==> src/rtl/atm_req_if.sv <==
// -----------------------------------------------------------------------------
// atm_req_if
// Purpose : Transaction request bus between the keypad entry front-end and the
//           ATM controller FSM. The request fields are qualified by req_valid.
//           A request transfers on any cycle where req_valid & req_ready.
// Signals :
//   req_valid  1   request complete and stable (producer -> consumer)
//   req_ready  1   consumer accepts request     (consumer -> producer)
//   acc_num    4   account index, binary 0-9
//   pin        16  PIN, packed BCD, first digit in [15:12]
//   new_pin    16  new PIN, packed BCD (CHANGE_PIN only)
//   operation  3   1 BALANCE, 2 WITHDRAW, 3 DEPOSIT, 4 CHANGE_PIN
//   amount     32  binary amount (WITHDRAW / DEPOSIT only)
// Modports: master = request producer (keypad entry), slave = controller.
// -----------------------------------------------------------------------------
interface atm_req_if;
    logic        req_valid;
    logic        req_ready;
    logic [3:0]  acc_num;
    logic [15:0] pin;
    logic [15:0] new_pin;
    logic [2:0]  operation;
    logic [31:0] amount;

    modport master (
        output req_valid, acc_num, pin, new_pin, operation, amount,
        input  req_ready
    );

    modport slave (
        input  req_valid, acc_num, pin, new_pin, operation, amount,
        output req_ready
    );
endinterface

==> src/rtl/atm_keypad_entry.sv <==
// -----------------------------------------------------------------------------
// atm_keypad_entry
// Purpose : Keypad front-end of the ATM controller. Collects key presses into
//           account number, PIN, operation, amount and new PIN, validates each
//           field, handles CLEAR / CANCEL / inactivity timeout, and presents a
//           well-formed request on a valid/ready handshake.
// Ports   :
//   clk            in   system clock
//   rst            in   asynchronous, active-low reset
//   i_key_valid    in   one-cycle strobe, i_key_code valid
//   i_key_code     in   0-9 digit, 10 ENTER, 11 CLEAR, 12 CANCEL, 13-15 illegal
//   req_if         --   request bus (master side), see atm_req_if
//   o_entry_state  out  state code: ACCT=0 PIN=1 OP=2 AMOUNT=3 NEWPIN=4 ISSUE=5
//   o_error        out  one-cycle pulse on a rejected key or field
//   o_timeout      out  one-cycle pulse when a partial entry is abandoned
// -----------------------------------------------------------------------------
module atm_keypad_entry #(
    parameter int TIMEOUT_CYCLES    = 1000,
    parameter int MAX_AMOUNT_DIGITS = 8
) (
    input  logic       clk,
    input  logic       rst,
    input  logic       i_key_valid,
    input  logic [3:0] i_key_code,
    atm_req_if.master  req_if,
    output logic [2:0] o_entry_state,
    output logic       o_error,
    output logic       o_timeout
);

    typedef enum logic [2:0] {
        ST_ACCT   = 3'd0,
        ST_PIN    = 3'd1,
        ST_OP     = 3'd2,
        ST_AMOUNT = 3'd3,
        ST_NEWPIN = 3'd4,
        ST_ISSUE  = 3'd5
    } state_t;

    localparam int            TW         = $clog2(TIMEOUT_CYCLES) + 1;
    localparam logic [TW-1:0] IDLE_LIMIT = TW'(TIMEOUT_CYCLES - 1);

    state_t        r_state,   w_state_nxt;
    logic [3:0]    r_acc,     w_acc_nxt;
    logic [15:0]   r_pin,     w_pin_nxt;
    logic [2:0]    r_op,      w_op_nxt;
    logic [31:0]   r_amount,  w_amount_nxt;
    logic [15:0]   r_new_pin, w_new_pin_nxt;
    logic [3:0]    r_cnt,     w_cnt_nxt;    // digits in the field being entered
    logic [TW-1:0] r_idle,    w_idle_nxt;   // inactivity counter
    logic          r_error,   w_error_nxt;
    logic          r_timeout, w_timeout_nxt;

    logic          w_clear_field;           // wipe only the current field
    logic          w_clear_all;             // wipe everything, back to ACCT
    logic          w_is_digit;
    logic          w_enter;
    logic          w_clear;
    logic          w_cancel;
    logic [31:0]   w_amount_step;

    assign w_is_digit = (i_key_code <= 4'd9);
    assign w_enter    = (i_key_code == 4'd10);
    assign w_clear    = (i_key_code == 4'd11);
    assign w_cancel   = (i_key_code == 4'd12);

    // amount*10 + d built from shifts; wraps modulo 2^32 by construction.
    assign w_amount_step = (r_amount << 3) + (r_amount << 1) + {28'd0, i_key_code};

    always_comb begin
        // NOTE: every variable written here gets a default first; a path that
        // leaves one unassigned would infer a latch.
        w_state_nxt   = r_state;
        w_acc_nxt     = r_acc;
        w_pin_nxt     = r_pin;
        w_op_nxt      = r_op;
        w_amount_nxt  = r_amount;
        w_new_pin_nxt = r_new_pin;
        w_cnt_nxt     = r_cnt;
        w_idle_nxt    = r_idle;
        w_error_nxt   = 1'b0;
        w_timeout_nxt = 1'b0;
        w_clear_field = 1'b0;
        w_clear_all   = 1'b0;

        if (r_state == ST_ISSUE) begin
            // Keys are ignored and the idle counter is frozen while issuing.
            if (req_if.req_ready) begin
                w_clear_all = 1'b1;
            end
        end else if (i_key_valid) begin
            // A key arriving on the expiry cycle wins over the timeout.
            w_idle_nxt = '0;
            if (w_cancel) begin
                w_clear_all = 1'b1;
            end else if (w_clear) begin
                w_clear_field = 1'b1;
            end else if (!w_is_digit && !w_enter) begin
                w_error_nxt = 1'b1;
            end else begin
                unique case (r_state)
                    ST_ACCT: begin
                        if (w_enter) begin
                            if (r_cnt == 4'd1) begin
                                w_state_nxt = ST_PIN;
                                w_cnt_nxt   = '0;
                            end else begin
                                w_error_nxt   = 1'b1;
                                w_clear_field = 1'b1;
                            end
                        end else if (r_cnt == 4'd0) begin
                            w_acc_nxt = i_key_code;
                            w_cnt_nxt = 4'd1;
                        end else begin
                            w_error_nxt = 1'b1;
                        end
                    end
                    ST_PIN, ST_NEWPIN: begin
                        if (w_enter) begin
                            if (r_cnt == 4'd4) begin
                                w_state_nxt = (r_state == ST_PIN) ? ST_OP : ST_ISSUE;
                                w_cnt_nxt   = '0;
                            end else begin
                                w_error_nxt   = 1'b1;
                                w_clear_field = 1'b1;
                            end
                        end else if (r_cnt < 4'd4) begin
                            if (r_state == ST_PIN) begin
                                w_pin_nxt = {r_pin[11:0], i_key_code};
                            end else begin
                                w_new_pin_nxt = {r_new_pin[11:0], i_key_code};
                            end
                            w_cnt_nxt = r_cnt + 4'd1;
                        end else begin
                            w_error_nxt = 1'b1;
                        end
                    end
                    ST_OP: begin
                        if (w_enter) begin
                            if (r_cnt == 4'd1) begin
                                w_cnt_nxt = '0;
                                // Only 1-4 can be stored, so 2/3 fall to AMOUNT.
                                unique case (r_op)
                                    3'd1:    w_state_nxt = ST_ISSUE;
                                    3'd4:    w_state_nxt = ST_NEWPIN;
                                    default: w_state_nxt = ST_AMOUNT;
                                endcase
                            end else begin
                                w_error_nxt   = 1'b1;
                                w_clear_field = 1'b1;
                            end
                        end else if (r_cnt == 4'd0 && i_key_code >= 4'd1 && i_key_code <= 4'd4) begin
                            w_op_nxt  = i_key_code[2:0];
                            w_cnt_nxt = 4'd1;
                        end else begin
                            w_error_nxt = 1'b1;
                        end
                    end
                    ST_AMOUNT: begin
                        if (w_enter) begin
                            if (r_cnt != 4'd0 && r_amount != 32'd0) begin
                                w_state_nxt = ST_ISSUE;
                                w_cnt_nxt   = '0;
                            end else begin
                                w_error_nxt   = 1'b1;
                                w_clear_field = 1'b1;
                            end
                        end else if (int'(r_cnt) < MAX_AMOUNT_DIGITS) begin
                            w_amount_nxt = w_amount_step;
                            w_cnt_nxt    = r_cnt + 4'd1;
                        end else begin
                            w_error_nxt = 1'b1;
                        end
                    end
                    default: ;
                endcase
            end
        end else if (r_state == ST_ACCT && r_cnt == 4'd0) begin
            // Nothing entered yet: there is no partial entry to abandon.
            w_idle_nxt = '0;
        end else if (r_idle + TW'(1) == IDLE_LIMIT) begin
            w_timeout_nxt = 1'b1;
            w_clear_all   = 1'b1;
        end else begin
            w_idle_nxt = r_idle + TW'(1);
        end

        if (w_clear_field) begin
            w_cnt_nxt = '0;
            unique case (r_state)
                ST_ACCT:   w_acc_nxt     = '0;
                ST_PIN:    w_pin_nxt     = '0;
                ST_OP:     w_op_nxt      = '0;
                ST_AMOUNT: w_amount_nxt  = '0;
                ST_NEWPIN: w_new_pin_nxt = '0;
                default: ;
            endcase
        end

        if (w_clear_all) begin
            w_state_nxt   = ST_ACCT;
            w_acc_nxt     = '0;
            w_pin_nxt     = '0;
            w_op_nxt      = '0;
            w_amount_nxt  = '0;
            w_new_pin_nxt = '0;
            w_cnt_nxt     = '0;
            w_idle_nxt    = '0;
        end
    end

    always_ff @(posedge clk or negedge rst) begin
        if (!rst) begin
            r_state   <= ST_ACCT;
            r_acc     <= '0;
            r_pin     <= '0;
            r_op      <= '0;
            r_amount  <= '0;
            r_new_pin <= '0;
            r_cnt     <= '0;
            r_idle    <= '0;
            r_error   <= 1'b0;
            r_timeout <= 1'b0;
        end else begin
            // NOTE: non-blocking assignments so every register samples the
            // pre-edge values regardless of statement order.
            r_state   <= w_state_nxt;
            r_acc     <= w_acc_nxt;
            r_pin     <= w_pin_nxt;
            r_op      <= w_op_nxt;
            r_amount  <= w_amount_nxt;
            r_new_pin <= w_new_pin_nxt;
            r_cnt     <= w_cnt_nxt;
            r_idle    <= w_idle_nxt;
            r_error   <= w_error_nxt;
            r_timeout <= w_timeout_nxt;
        end
    end

    assign req_if.req_valid = (r_state == ST_ISSUE);
    assign req_if.acc_num   = r_acc;
    assign req_if.pin       = r_pin;
    assign req_if.new_pin   = r_new_pin;
    assign req_if.operation = r_op;
    assign req_if.amount    = r_amount;
    assign o_entry_state    = r_state;
    assign o_error          = r_error;
    assign o_timeout        = r_timeout;

endmodule

==> src/flat_wrapper.sv <==
// flat-port wrapper written by rule: the top's interface ports become plain ports
module atm_keypad_entry_flat 
#(
    parameter int TIMEOUT_CYCLES    = 1000,
    parameter int MAX_AMOUNT_DIGITS = 8
)
  (clk, rst, i_key_valid, i_key_code, o_entry_state, o_error, o_timeout, req_if_req_valid, req_if_acc_num, req_if_pin, req_if_new_pin, req_if_operation, req_if_amount, req_if_req_ready);
  atm_req_if req_if_i ();
  input  logic clk;
  input  logic rst;
  input  logic i_key_valid;
  input  logic [3:0] i_key_code;
  output logic [2:0] o_entry_state;
  output logic o_error;
  output logic o_timeout;
  output wire logic [$bits(req_if_i.req_valid)-1:0] req_if_req_valid;
  output wire logic [$bits(req_if_i.acc_num)-1:0] req_if_acc_num;
  output wire logic [$bits(req_if_i.pin)-1:0] req_if_pin;
  output wire logic [$bits(req_if_i.new_pin)-1:0] req_if_new_pin;
  output wire logic [$bits(req_if_i.operation)-1:0] req_if_operation;
  output wire logic [$bits(req_if_i.amount)-1:0] req_if_amount;
  input wire logic [$bits(req_if_i.req_ready)-1:0] req_if_req_ready;
  assign req_if_req_valid = req_if_i.req_valid;
  assign req_if_acc_num = req_if_i.acc_num;
  assign req_if_pin = req_if_i.pin;
  assign req_if_new_pin = req_if_i.new_pin;
  assign req_if_operation = req_if_i.operation;
  assign req_if_amount = req_if_i.amount;
  assign req_if_i.req_ready = req_if_req_ready;
  atm_keypad_entry #(.TIMEOUT_CYCLES(TIMEOUT_CYCLES), .MAX_AMOUNT_DIGITS(MAX_AMOUNT_DIGITS)) u_core (.clk(clk), .rst(rst), .i_key_valid(i_key_valid), .i_key_code(i_key_code), .req_if(req_if_i), .o_entry_state(o_entry_state), .o_error(o_error), .o_timeout(o_timeout));
endmodule
==> config.mk <==
export PLATFORM = sky130hd
export DESIGN_NAME = atm_keypad_entry_flat
export DESIGN_NICKNAME = d
export VERILOG_FILES = /design/src/rtl/atm_req_if.sv /design/src/rtl/atm_keypad_entry.sv /design/src/flat_wrapper.sv
export SDC_FILE = /design/constraint.sdc
export NUM_CORES = 1
export LEC_CHECK = 0
export BUFFER_PORTS_ARGS = -buffer_cell sky130_fd_sc_hd__buf_2
export CAP_MARGIN = 20
export CORE_UTILIZATION = 35
export CTS_CLUSTER_DIAMETER = 80
export DETAILED_ROUTE_END_ITERATION = 8
export SYNTH_ARGS = -nofsm -noshare
export SYNTH_HDL_FRONTEND = slang
export SYNTH_SLANG_ARGS = --single-unit
export TNS_END_PERCENT = 5
==> constraint.sdc <==
create_clock -name clk -period 5.45 [get_ports clk]
set_input_delay 1.3625 -clock clk [delete_from_list [all_inputs] [get_ports clk]]
set_output_delay 1.3625 -clock clk [all_outputs]
set_load 0.05 [all_outputs]
==> flow_summary.toml, run 1 <==
[final_layout]
final_cell_mix = "100 x nand2_1, 91 x dfrtp_1, 83 x buf_2"
nets = 893
layout_commonest_cell = "nand2_1"
antenna_cells = 0
fill_cells = 1784
syn_to_final_growth_pct = 14.2
drive_above_1_share_pct = 14.4
layout.cells.non_filler = 1054
finish.instance_area_sq_um = 7320

[sta]
tightest_slew_ns = 1.05
tns_ns = 0
slew-limit-headroom_pct = 29.8
worst_slack_ns = 1.27
rsz0062_at_grt = "false"
setup_violations = 0
min_period_ns = 4.18
timing.final.hold_violations = 0
fmaxAchievable_mhz = 239
fin_crit_sh_pct = 76.7
finalMaxSlewViolations = 0
finClkSkew_ns = 0.0103

[drt]
viasPerCell = 5.43
dr.pass1.iters = 5
vias = 5718
antenna_left = 0
drt-initial-drc-count = 389
wl_per_cell_microns = 15.4
drc = 0
routed_wl_microns = 16200

[setup_path]
rrSetupSlack_ns = 2.00
crit_family = "compound AO/OA/AOI/OAI gates"
crit_start = "i_key_code[3]"
r2r_cells = 12
endpoint_kind = "flop"
cp.required_ns = 5.66
r2r_end = "u_core.req_if.amount[30]"
cp.depth = 13
path_common_cell = "inv_1"
slowest_stage = "o31ai_1"
crit_buf_inv = 3
crit_path_end = "u_core.req_if.amount[30]"
critical-path-max-stage-delay_ns = 0.58
r2r-start = "u_core.req_if.amount[0]"
path_class = "in2reg"
worstPathArrival_ns = 4.39
crit_chain = "buf_2, inv_1, fa_1, inv_1, ha_1, nor2b_1, o31a_1, o31ai_1, o2111ai_1, a2111oi_0, nor3_1, xnor2_1, o22ai_1"
worstPathMaxFanout = 8
cp-start-kind = "input pin"

[global_route]
grt_overflow = 0
grt_pass1_wl_microns = 26800
track_usage_pct = 17.9
grt_pass1_vias = 5273
grt_start_max_net_pins = 54
antenna_found_initial = 0

[die]
die_w_microns = 137
num_io_pins = 85
die_h_microns = 137
start_util_pct = 35.7
core.rowCount = 49
fp.coreArea_sq_um = 18000
design.die.area_sq_um = 18900

[power]
vdd_drop_max_uv = 154
p_per_area_nw_per_um2 = 369
total_power_mw = 2.70
leakage_nw = 3.85

[synthesis]
synthSimpleGateAreaFrac_pct = 22.2
synthesis.yosys.warnings = 0
synth_nets = 827
syn_area_sq_um = 6420
synth_edf_count = 0
synth-compound-area-share_pct = 20.4
synth_area_per_cell_sq_um = 8.51
async_flop_share_pct = 100
synthFlopType = "dfrtp_1"
synth_top_family_by_area = "simple AND/OR/NAND/NOR gates"
yosys.area_share.adder_pct = 12.9
seq_area_frac_synth_pct = 35.5
synth_xor_area_share_pct = 2.05
synthCells = 754
yosys_register_bits = 91
synthDistinctLibCells = 70
synthMuxAreaShare_pct = 3.43

[hold_path]
min_path_type = "reg2reg"

[clocking]
hold_buffers = 0
cts.sinks = 91
cts-root-buf = "clkbuf_16"
cts_buffer_depth = 2
cts-buffers-inserted = 9
clk_pin_slew_worst_paths_ns = 0.08
cts_max_level = 3
clk_latency_ns = 0.35
cts_tree = "done"
postCtsSetupRepairBufs = 0
ctsResizeCount = 0

[placement]
dp_slack_ns = 0.853
dpl_cell_area_sq_um = 7020
portBuffers = 84
gp_congestion = 0.831
place_inst = 1038
hpwl_microns = 11700

[run]
drv_cap = 0

[outcome]
status = "complete, no violations"
-- synth_stat cells, types with 14 or more instances --
cell type	n	share of area (%)
o21ai_0	50	3.9
nor2_1	73	4.3
a21oi_1	74	5.8
nor3_1	15	1.2
nand2_1	100	5.9
ha_1	63	12
inv_1	19	1.1
nand3_1	22	1.7
dfrtp_1	91	35
mux2i_1	22	3.4
o21a_1	14	1.6
clkbuf_1	20	1.2
-- sequential cells by signal (all words and copies together), names as in the netlist --
| register | flops |
|---|---|
| u_core.req_if.pin | 16 |
| u_core.req_if.amount | 32 |
| u_core.req_if.operation | 3 |
| u_core.o_error | 1 |
| u_core.o_timeout | 1 |
| u_core.r_cnt | 4 |
| u_core.req_if.new_pin | 16 |
| u_core.r_idle | 11 |
| u_core.o_entry_state | 3 |
| u_core.req_if.acc_num | 4 |
-- cells by family (layout without fill, tap and decap cells) --
group	after synthesis	in the layout
buf+inv	54	125
mux	22	22
flops	91	91
compound gates	211	211
simple gates	296	296
xor+xnor	15	15
fa+ha+maj	65	65
-- final cells by class --
cell class / count / area, sq um / area share (%)
tap: 229 / 287 / 3.91
clock buffer: 9 / 225 / 3.07
multi-input combinational: 609 / 3920 / 53.5
inverter: 19 / 71.3 / 0.974
sequential: 91 / 2280 / 31.1
timing repair buffer: 90 / 468 / 6.39
clock inverter: 7 / 76.3 / 1.04
-- per-layer routing --
| metal | up-vias | GRT usage (%) | share of wire (%) | wire length, microns |
|---|---|---|---|---|
| met5 | - | 0 | 0 | 0 |
| met4 | 0 | 3.91 | 0.68 | 110 |
| met3 | 11 | 3.42 | 4.3 | 699 |
| met2 | 143 | 26.7 | 44 | 7110 |
| met1 | 2699 | 26.4 | 51 | 8260 |
| li1 | 2865 | - | - | - |
-- how the worst min path moves through the flow --
stage                           startpoint                to  cells after the start
after floorplan           u_core.r_idle[9]  u_core.r_idle[9]                      1
after global placement    u_core.r_idle[9]  u_core.r_idle[9]                      1
after detailed placement  u_core.r_idle[9]  u_core.r_idle[9]                      1
after CTS                 u_core.r_idle[9]  u_core.r_idle[9]                      1
after global routing      u_core.r_idle[9]  u_core.r_idle[9]                      1
final                     u_core.r_idle[9]  u_core.r_idle[9]                      1
-- power breakdown --
part           internal [mW]  leakage [nW]  switching [mW]
sequential             0.768          1.25           0.138
clock                  0.328         0.149           0.316
combinational          0.370          2.46           0.781
total                   1.47          3.85            1.23
-- stage by stage --
stage	hold slack [ns]	utilization, %
global placement	0.497	39.1
floorplan	0.459	-
CTS	0.515	40.8
finish	0.512	40.8
global route	0.527	40.8
detailed placement	0.501	39.1
Note: power is estimated with default switching activity, not from simulation.
==> run 2, diff against run 1 <==
==> constraint.sdc (replaced) <==
create_clock -name clk -period 3.48 [get_ports clk]
set_input_delay 0.87 -clock clk [delete_from_list [all_inputs] [get_ports clk]]
set_output_delay 0.87 -clock clk [all_outputs]
set_load 0.05 [all_outputs]
==> run 2 against run 1 <==
Effect of this change: cell count up 2.4%; register-to-register slack got worse by 1.6 ns; count of clock-buffer cells in the layout did not move; clock power up 57%; critical endpoint is now u_core.req_if.amount[22]; highest routed layer unchanged; sequential power rose by 56%.
==> flow_summary.toml, run 2 (synthesis results as in run 1) <==
[sta]
fin_crit_sh_pct = 93.4
slew-limit-headroom_pct = 38.4
finalMaxSlewViolations = 0
setup_violations = 0
rsz0062_at_grt = "false"
fmaxAchievable_mhz = 308
finClkSkew_ns = 0.0109
tightest_slew_ns = 0.923
min_period_ns = 3.25
timing.final.hold_violations = 0

[die]
num_io_pins = 85
start_util_pct = 35.7
die_h_microns = 137
fp.coreArea_sq_um = 18000
core.rowCount = 49
die_w_microns = 137
design.die.area_sq_um = 18900

[clocking]
cts_buffer_depth = 2
cts-buffers-inserted = 9
postCtsSetupRepairBufs = 0
cts_tree = "done"
hold_buffers = 0
clk_pin_slew_worst_paths_ns = 0.08
ctsResizeCount = 0
clk_latency_ns = 0.35
cts_max_level = 3
cts-root-buf = "clkbuf_16"
cts.sinks = 91

[final_layout]
largest_register_ffs = 32
layout_commonest_cell = "nand2_1"
syn_to_final_growth_pct = 17.6
antenna_cells = 0
final_cell_mix = "100 x nand2_1, 91 x dfrtp_1, 83 x buf_2"
fill_cells = 1820
finish.instance_area_sq_um = 7540
nets = 918
drive_above_1_share_pct = 17.1

[setup_path]
path_class = "in2reg"
worstPathMaxFanout = 6
r2r_end = "u_core.req_if.amount[22]"
r2r-start = "u_core.req_if.amount[0]"
crit_path_end = "u_core.req_if.amount[22]"
endpoint_kind = "flop"
crit_start = "i_key_code[3]"
r2r_cells = 13
cp-start-kind = "input pin"
worstPathArrival_ns = 3.53
rrSetupSlack_ns = 0.36
cp.required_ns = 3.76

[outcome]
status = "complete, no violations"

[placement]
portBuffers = 84
dpl_cell_area_sq_um = 7240
gp_congestion = 0.848
hpwl_microns = 11700

[drt]
drt-initial-drc-count = 317
wl_per_cell_microns = 15.2
routed_wl_microns = 16400
vias = 5847
antenna_left = 0
dr.pass1.iters = 5
drc = 0
viasPerCell = 5.42

[global_route]
grt_start_max_net_pins = 91
grt_pass1_wl_microns = 27100
grt_overflow = 0
grt_pass1_vias = 5447
antenna_found_initial = 0
track_usage_pct = 18.0

[power]
power.internal_mw = 2.33
switching_share_pct = 45.6
combPwrFrac_pct = 43.6
leakage_nw = 3.98
p_clk_share_pct = 23.6
vdd_drop_max_uv = 301
switchingPower_mw = 1.96
p_per_area_nw_per_um2 = 568
pwr-share-seq_pct = 32.8
total_power_mw = 4.29

[run]
drv_cap = 0

[hold_path]
min_path_type = "in2async"
[run 2: cell types whose count changed in the layout (fill, tap and decap cells not counted), sizes merged]
cell | before | now
buf | 90 | 115
[run 2: worst min path at each step]
stage | depth (start not counted) | end | start | slack [ns]
floorplan | 1 | u_core.r_idle[9] | u_core.r_idle[9] | 0.46
global placement | 2 | u_core.req_if.acc_num[2] | u_core.req_if.acc_num[2] | 0.50
detailed placement | 1 | u_core.r_idle[9] | u_core.r_idle[9] | 0.50
CTS | 1 | u_core.req_if.new_pin[9] | rst | 0.28
global route | 1 | u_core.req_if.new_pin[9] | rst | 0.29
finish | 1 | u_core.req_if.new_pin[9] | rst | 0.30
[run 2: per-layer routing]
layer / up-vias / global-route usage, % / routed length [microns]
met5: - / 0 / 0
met3: 20 / 2.39 / 667
li1: 2919 / - / -
met4: 0 / 6.23 / 259
met1: 2768 / 26.4 / 8500
met2: 140 / 26.8 / 6970
[run 2: area by class of cell]
| type | instances | area, sq um | share of cell area [%] |
|---|---|---|---|
| inverters | 19 | 71.3 | 0.946 |
| multi-input cells | 609 | 3930 | 52.0 |
| flip-flops and latches | 91 | 2280 | 30.2 |
| clock buffers | 9 | 225 | 2.99 |
| well taps | 229 | 287 | 3.80 |
| repair buffers | 115 | 681 | 9.02 |
| clock inverters | 7 | 76.3 | 1.01 |
[run 2: through the flow]
stage | hold slack (ns) | instances | setup TNS (ns) | utilization (%) | setup slack, ns
after floorplan | 0.459 | 754 | 0 | - | 0.0150
after global placement | 0.498 | 1063 | -0.168 | 40.3 | -0.0727
after detailed placement | 0.503 | 1063 | -0.212 | 40.3 | -0.0691
after CTS | 0.284 | 1079 | 0 | 42.0 | 0.291
after global routing | 0.285 | 1079 | 0 | 42.0 | 0.00625
final | 0.295 | 1079 | 0 | 42.0 | 0.230
[run 2: worst max-delay path, stage by stage]
cell and delay, ns:
buf_2 0.11, inv_1 0.08, fa_1 0.45, fa_1 0.40, nor2b_1 0.16, o31a_1 0.20
o31ai_2 0.07, buf_4 0.16, o21a_1 0.21, o21ai_0 0.32, buf_4 0.18, a21o_1 0.10
nand3_1 0.07, a21oi_1 0.16
[run 2: power groups by stage]
stage	Sequential, mW	Clock (mW)	Combinational (mW)
6_report	1.41	1.01	1.87
3_3_place_gp	1.42	0	1.87
4_1_cts	1.41	1.04	1.89
3_5_place_dp	1.42	0	1.88
5_1_grt	1.43	1.09	2.08
2_1_floorplan	1.82	0	0.979
